<file path="src/rtl/gpu_instruction_queue.sv">
// Staged instruction FIFO feeding the rasteriser, with show-ahead head output.
// Define GPU_QUEUE_ERR_EN to add sticky overflow/underflow flags.
module gpu_instruction_queue #(
    parameter int DEPTH       = 8,
    parameter int WORD_BITS   = 64,
    parameter int AFULL_LEVEL = 6
) (
    input  logic                     clk,
    input  logic                     n_rst,
    input  logic [WORD_BITS-1:0]     instr_i,
    input  logic                     write_enable_i,
    input  logic                     push_instruction_i,
    input  logic                     pop_instruction_i,
    input  logic                     flush_i,
    output logic [WORD_BITS-1:0]     instr_o,
    output logic                     fifo_empty_o,
    output logic                     fifo_full_o,
    output logic                     almost_full_o,
    output logic [$clog2(DEPTH):0]   count_o,
    output logic                     staged_valid_o
`ifdef GPU_QUEUE_ERR_EN
    ,
    output logic                     overflow_o,
    output logic                     underflow_o
`endif
);
    localparam int PW = $clog2(DEPTH);
    localparam int CW = PW + 1;

    logic [WORD_BITS-1:0] mem_q [DEPTH];
    logic [PW-1:0]        wr_ptr_q, wr_ptr_d;
    logic [PW-1:0]        rd_ptr_q, rd_ptr_d;
    logic [CW-1:0]        count_q, count_d;
    logic [WORD_BITS-1:0] stage_q, stage_d;
    logic                 staged_valid_q, staged_valid_d;
    logic                 empty, full, pop_ok, push_ok;

    assign empty   = (count_q == '0);
    assign full    = (count_q == CW'(DEPTH));
    assign pop_ok  = pop_instruction_i && !empty;
    // A pop in the same cycle frees the slot, so a full queue still accepts
    assign push_ok = push_instruction_i && staged_valid_q && (!full || pop_ok);

    always_comb begin
        wr_ptr_d       = wr_ptr_q;
        rd_ptr_d       = rd_ptr_q;
        count_d        = count_q;
        stage_d        = stage_q;
        staged_valid_d = staged_valid_q;
        if (flush_i) begin
            wr_ptr_d       = '0;
            rd_ptr_d       = '0;
            count_d        = '0;
            stage_d        = '0;
            staged_valid_d = 1'b0;
        end else begin
            if (push_ok) begin
                wr_ptr_d       = wr_ptr_q + 1'b1;
                staged_valid_d = 1'b0;
            end
            if (write_enable_i) begin
                stage_d        = instr_i;
                staged_valid_d = 1'b1;
            end
            if (pop_ok) rd_ptr_d = rd_ptr_q + 1'b1;
            if (push_ok && !pop_ok) count_d = count_q + 1'b1;
            else if (pop_ok && !push_ok) count_d = count_q - 1'b1;
        end
    end

    always_ff @(posedge clk or negedge n_rst) begin
        if (!n_rst) begin
            wr_ptr_q       <= '0;
            rd_ptr_q       <= '0;
            count_q        <= '0;
            stage_q        <= '0;
            staged_valid_q <= 1'b0;
        end else begin
            wr_ptr_q       <= wr_ptr_d;
            rd_ptr_q       <= rd_ptr_d;
            count_q        <= count_d;
            stage_q        <= stage_d;
            staged_valid_q <= staged_valid_d;
        end
    end

    always_ff @(posedge clk) begin
        if (push_ok && !flush_i) mem_q[wr_ptr_q] <= stage_q;
    end

`ifdef GPU_QUEUE_ERR_EN
    logic overflow_q, overflow_d;
    logic underflow_q, underflow_d;

    always_comb begin
        overflow_d  = overflow_q;
        underflow_d = underflow_q;
        if (flush_i) begin
            overflow_d  = 1'b0;
            underflow_d = 1'b0;
        end else begin
            if (push_instruction_i && staged_valid_q && !push_ok) overflow_d = 1'b1;
            if (pop_instruction_i && empty) underflow_d = 1'b1;
        end
    end

    always_ff @(posedge clk or negedge n_rst) begin
        if (!n_rst) begin
            overflow_q  <= 1'b0;
            underflow_q <= 1'b0;
        end else begin
            overflow_q  <= overflow_d;
            underflow_q <= underflow_d;
        end
    end

    assign overflow_o  = overflow_q;
    assign underflow_o = underflow_q;
`endif

    assign instr_o        = empty ? '0 : mem_q[rd_ptr_q];
    assign fifo_empty_o   = empty;
    assign fifo_full_o    = full;
    assign almost_full_o  = (count_q >= CW'(AFULL_LEVEL));
    assign count_o        = count_q;
    assign staged_valid_o = staged_valid_q;

endmodule

</file>
<file path="config.mk">
export PLATFORM = sky130hd
export DESIGN_NAME = gpu_instruction_queue
export DESIGN_NICKNAME = d
export VERILOG_FILES = /design/src/rtl/gpu_instruction_queue.sv
export SDC_FILE = /design/constraint.sdc
export NUM_CORES = 1
export LEC_CHECK = 0
export ABC_AREA = 1
export CORE_ASPECT_RATIO = 0.9
export CORE_MARGIN = 2
export CORE_UTILIZATION = 40
export CTS_BUF_LIST = sky130_fd_sc_hd__clkbuf_16
export DETAILED_ROUTE_END_ITERATION = 16
export HOLD_SLACK_MARGIN = 0.05
export PLACE_DENSITY = 0.62
export SLEW_MARGIN = 25
export SYNTH_ARGS = -nofsm -noshare
export SYNTH_HDL_FRONTEND = slang
export SYNTH_SLANG_ARGS = --single-unit
</file>
<file path="constraint.sdc">
create_clock -name clk -period 6.69 [get_ports clk]
set_input_delay 1.0035 -clock clk [delete_from_list [all_inputs] [get_ports clk]]
set_output_delay 1.0035 -clock clk [all_outputs]
set_load 0.1 [all_outputs]
</file>
==> impl_metrics.json, run 1 <==
{
  "overflow": 0,
  "crit_fanout": 146,
  "drc_errors": 0,
  "crit_start": "rd_ptr_q[0]$_DFFE_PN0P_",
  "cts.sinks": 587,
  "clockBufferDepth": 3,
  "syn_nets": 1968,
  "die_w_um": 258,
  "dr.pass1.iters": 5,
  "clk-insertion-delay-late_ns": 0.62,
  "hold_buffers": 0,
  "critPathMaxStageDelay_ns": 1.22,
  "area_growth_pct": 17.0,
  "start_kind": "flip-flop",
  "num_rows": 83,
  "ctsResizeCount": 0,
  "antenna_found_initial": 0,
  "ys_ff_latch": 587,
  "syn_area_mm2": 0.0233,
  "cts_root_buffer": "clkbuf_16",
  "cts_tree": "yes",
  "relSlewSlack_pct": 28.7,
  "worst-path-buf-inv": 3,
  "fin_skew_ns": 0.0205,
  "syn_avg_cell_area_um2": 12.3,
  "crit_top_cell": "nor2_1",
  "arrival_ns": 4.11,
  "criticalPathCategory": "flip-flop to output pin",
  "ir_drop_uv": 686,
  "ys_seq_area_share_pct": 74.1,
  "p_leak_nw": 9.48,
  "fin_crit_sh_pct": 76.5,
  "layout.nets": 2074,
  "initial_utilization_pct": 40.6,
  "path_clk_slew_ns": 0.06,
  "gp_congestion": 0.762,
  "hold_viol_final": 0,
  "core_area_mm2": 0.0573,
  "drtIter0Drc": 1269,
  "yosysWarnings": 0,
  "endpoint_kind": "output pin",
  "layout_min_cycle_time_ns": 5.12,
  "avgViaCountPerCell": 5.24,
  "outcome": "finished clean",
  "finalSetupTns_ns": 0,
  "rsz0062_at_grt": "no",
  "crit_path_cell_trace": "buf_12 -> buf_16 -> o21ai_0 -> o22ai_1 -> nor2_1 -> nor2_1 -> clkdlybuf4s50_1",
  "htree_levels": 2,
  "grt_usage_pct": 18.7,
  "wl_per_cell_um": 20.1,
  "powerDensity_mw_per_mm2": 458,
  "post_cts_buffers": 0,
  "syn_inst": 1893,
  "slowest_stage": "clkdlybuf4s50_1",
  "fin_area_mm2": 0.0272,
  "yosysUniqueCellTypes": 23,
  "crit_family": "buffers and inverters",
  "die_y_um": 233,
  "hpwl_mm": 28.8,
  "tightestPinTransition_ns": 1.07,
  "worstPathRequired_ns": 5.69,
  "dpl_cell_area_mm2": 0.0254,
  "routed_wl_mm": 56.5,
  "numPortBuffers": 141,
  "grt_max_degree": 258,
  "numCtsBuffers": 59,
  "max_clock_freq_ghz": 0.195,
  "via_count": 14745,
  "cap_violations": 0,
  "drv_slew": 0,
  "dieArea_mm2": 0.0602,
  "mostFrequentLayoutCells": "edfxtp_1 (512), nor2_1 (456), o21ai_0 (325)",
  "setup_viol": 0,
  "io_pins": 142,
  "insertedDiodeCount": 0,
  "holdCritPathClass": "primary input to async pin",
  "drive_above_1_share_pct": 6.20,
  "mostFrequentLayoutCell": "edfxtp_1",
  "r2r_start": "count_o[3]$_DFFE_PN0P_",
  "final_antenna_net_count": 0,
  "grt_pass1_wl_mm": 85.9,
  "grt_pass1_vias": 14209
}
## Yosys cell counts, drive strengths merged
library cell | instances | area [µm²]
a211oi | 1 | 7.51
a21oi | 6 | 30.0
buf | 46 | 339
clkbuf | 80 | 300
dfrtp | 75 | 1880
edfxtp | 512 | 15400
fa | 1 | 20.0
ha | 4 | 50.1
inv | 80 | 300
nand2 | 97 | 367
nand3 | 72 | 360
nor2 | 464 | 1740
o211ai | 64 | 480
o21ai | 325 | 1630
o22ai | 64 | 400
or2 | 1 | 6.26
xnor2 | 1 | 8.76
## final timing paths
| kind | endpoint | slack, ns | cells past startpoint |
|---|---|---|---|
| setup / recovery | instr_o[31] | 1.57 | 7 |
| hold / removal | stage_q[9]$_DFFE_PN0P_ | 0.38 | 1 |
| setup reg to reg | mem_q[4][46]$_DFFE_PP_ | 3.67 | 8 |
| hold reg to reg | staged_valid_o$_DFFE_PN0P_ | 0.57 | 2 |
| max in group asynchronous | rd_ptr_q[2]$_DFFE_PN0P_ | 5.12 | 2 |
| min in group clk | staged_valid_o$_DFFE_PN0P_ | 0.57 | 2 |
## registers in the layout, indices dropped and copies added (netlist names)
signal and cells:
staged_valid_o 1, wr_ptr_q 3, mem_q 512, stage_q 64, rd_ptr_q 3, count_o 4
## cells by family after synthesis
family	synth area share [%]
adder cells (fa/ha/maj)	0.301
AND/OR/NAND/NOR	10.6
flip-flops	74.1
XOR/XNOR	0.0376
buffers and inverters	4.03
AO/OA/AOI/OAI	10.9
## power breakdown
group	switching (mW)	internal (mW)	leakage (nW)	total, mW
sequential	0.0856	4.05	5.70	4.14
combinational	4.09	1.16	2.82	5.25
clock	1.34	1.73	0.956	3.08
## layout make-up
class,count,area (µm²)
timing repair buffer,171,1740
clock inverter,51,308
multi-input combinational,1100,5160
fill,4978,30100
tap,765,957
sequential,587,17300
inverter,80,307
clock buffer,60,1500
## metrics by stage
stage	instances	hold slack (ns)	power [mW]	setup WS, ns	util, %
floorplan	1893	0.540	8.17	1.88	-
global placement	2701	0.549	9.46	2.20	44.3
detailed placement	2702	0.554	9.49	2.22	44.3
CTS	2813	0.389	12.6	1.54	47.5
global route	2814	0.406	13.0	1.33	47.5
finish	2814	0.383	12.5	1.57	47.5
## layer usage
metal / vias up / wire length (µm) / track usage [%]
met5: - / 0 / 0
met4: 0 / 945 / 4.48
met3: 69 / 3140 / 3.20
met2: 408 / 26500 / 30.1
met1: 7306 / 25800 / 26.5
li1: 6962 / - / -
Note: power is estimated with default switching activity, not from simulation.
==> run 2, diff against run 1 <==
==> constraint.sdc (replaced) <==
create_clock -name clk -period 4.9 [get_ports clk]
set_input_delay 0.735 -clock clk [delete_from_list [all_inputs] [get_ports clk]]
set_output_delay 0.735 -clock clk [all_outputs]
set_load 0.1 [all_outputs]
==> impl_metrics.json, run 2 (synthesis results as in run 1) <==
{
  "outcome": "finished clean",
  "num_rows": 83,
  "drc_errors": 0,
  "cts_tree": "yes",
  "reg2regPathDepth": 13,
  "tightestPinTransition_ns": 0.987,
  "numCtsBuffers": 60,
  "die_y_um": 233,
  "crit_fanout": 71,
  "hold_buffers": 0,
  "slowest_stage": "dfrtp_4",
  "finalSetupTns_ns": 0,
  "via_count": 14838,
  "mostFrequentLayoutCell": "edfxtp_1",
  "fin_crit_sh_pct": 82.9,
  "post_cts_buffers": 0,
  "largest_register_ffs": 512,
  "fin_skew_ns": 0.0128,
  "largest-register": "mem_q",
  "arrival_ns": 3.33,
  "max_clock_freq_ghz": 0.246,
  "fin_hold_ws_ns": 0.220,
  "swShare_pct": 44.6,
  "mostFrequentLayoutCells": "edfxtp_1 (512), nor2_1 (456), o21ai_0 (325)",
  "p_leak_nw": 9.61,
  "p_comb_share_pct": 41.2,
  "drtIter0Drc": 1530,
  "avgViaCountPerCell": 5.27,
  "crit_path_cell_trace": "buf_4 -> o21ai_0 -> o211ai_1 -> nand2_1 -> nor2_1 -> buf_4",
  "antenna_found_initial": 2,
  "dr.pass1.iters": 5,
  "powerDensity_mw_per_mm2": 625,
  "drv_slew": 0,
  "grt_pass1_wl_mm": 85.7,
  "numPortBuffers": 141,
  "final_antenna_net_count": 0,
  "criticalPathCategory": "flip-flop to output pin",
  "insertedDiodeCount": 0,
  "area_growth_pct": 16.6,
  "clockBufferDepth": 3,
  "dp_slack_ns": 1.46,
  "grt_pass1_vias": 14774,
  "grt_max_degree": 258,
  "fin_util_pct": 47.4,
  "cts.sinks": 587,
  "hpwl_mm": 30.0,
  "path_clk_slew_ns": 0.06,
  "holdCritPathClass": "primary input to async pin",
  "worstPathRequired_ns": 4.16,
  "pwr-share-clk_pct": 25.2,
  "layout_min_cycle_time_ns": 4.06,
  "clk-insertion-delay-late_ns": 0.60,
  "start_kind": "flip-flop",
  "pwr-share-seq_pct": 33.6,
  "dieArea_mm2": 0.0602,
  "io_pins": 142,
  "rsz0062_at_grt": "no",
  "cts_root_buffer": "clkbuf_16",
  "core_area_mm2": 0.0573,
  "gp_congestion": 0.774,
  "layout.nets": 2077,
  "overflow": 0,
  "cap_violations": 0,
  "htree_levels": 2,
  "ir_drop_uv": 477,
  "setup_viol": 0,
  "critPathMaxStageDelay_ns": 0.78,
  "r2r_end": "count_o[3]$_DFFE_PN0P_",
  "grt_usage_pct": 18.3,
  "r2r_slack_ns": 2.17,
  "fin_ws_ns": 0.836,
  "p_int_mw": 9.41,
  "crit_top_cell": "buf_4",
  "switchingPower_mw": 7.57,
  "relSlewSlack_pct": 34.0,
  "initial_utilization_pct": 40.6,
  "drive_above_1_share_pct": 9.55,
  "r2r_start": "count_o[2]$_DFFE_PN0P_",
  "hold_viol_final": 0,
  "die_w_um": 258,
  "wl_per_cell_um": 19.6,
  "routed_wl_mm": 55.2,
  "ctsResizeCount": 0,
  "endpoint_kind": "output pin"
}
## run 2: changes by cell type in the layout (fill, tap and decap cells not counted), sizes merged
cell / before / now
clkdlybuf4s50: 138 / 75
clkinvlp: 2 / 1
bufinv: 3 / 4
clkbuf: 60 / 61
clkinv: 24 / 30
buf: 33 / 98
inv: 102 / 96
## run 2: worst max-delay path by stage
stage          depth (start not counted)                endpoint  slack, ns                    start
5_1_grt                                6              instr_o[5]       0.66  rd_ptr_q[1]$_DFFE_PN0P_
6_report                               6              instr_o[1]       0.84  rd_ptr_q[1]$_DFFE_PN0P_
3_5_place_dp                           8  mem_q[5][15]$_DFFE_PP_       1.46        pop_instruction_i
3_3_place_gp                           6              instr_o[1]       1.48  rd_ptr_q[1]$_DFFE_PN0P_
2_1_floorplan                          6   mem_q[0][0]$_DFFE_PP_       0.09   count_o[0]$_DFFE_PN0P_
4_1_cts                                6              instr_o[1]       0.82  rd_ptr_q[1]$_DFFE_PN0P_
## run 2: stage by stage
step                      total power [mW]  instance area, µm²  cells
after detailed placement              12.8               25200   2703
final                                 17.0               27200   2817
after global placement                12.8               25200   2703
after global routing                  17.7               27200   2817
after floorplan                       11.2               23300   1893
after CTS                             17.1               27100   2815
## run 2: area by class of cell
class	count	area, µm²
Fill cell	5119	30200
Multi-Input combinational cell	1100	5160
Clock buffer	61	1530
Clock inverter	51	327
Inverter	80	305
Sequential cell	587	17300
Tap cell	765	957
Timing Repair Buffer	173	1610
## run 2: worst max-delay path: cells and delay by family (launching register included)
kind	cells	cell delay, ns
DFF	1	0.78
buffers and inverters	2	1.06
AOI/OAI and AO/OA	2	0.40
and+or+nand+nor	2	0.42
## run 2: routing by layer
| metal | track usage, % | share of wire [%] | up-vias |
|---|---|---|---|
| met5 | 0 | 0 | - |
| met4 | 4.88 | 2.1 | 0 |
| met3 | 3.67 | 6.5 | 75 |
| met2 | 29.5 | 47 | 462 |
| met1 | 25.4 | 44 | 7346 |
| li1 | - | - | 6955 |
## run 2: power by group through the flow
stage               logic [mW]  registers (mW)  clock network, mW
floorplan                 5.35            5.81                  0
global placement          6.96            5.80                  0
detailed placement        7.01            5.81                  0
CTS                       7.03            5.71               4.37
global route              7.44            5.72               4.55
finish                    7.00            5.70               4.28
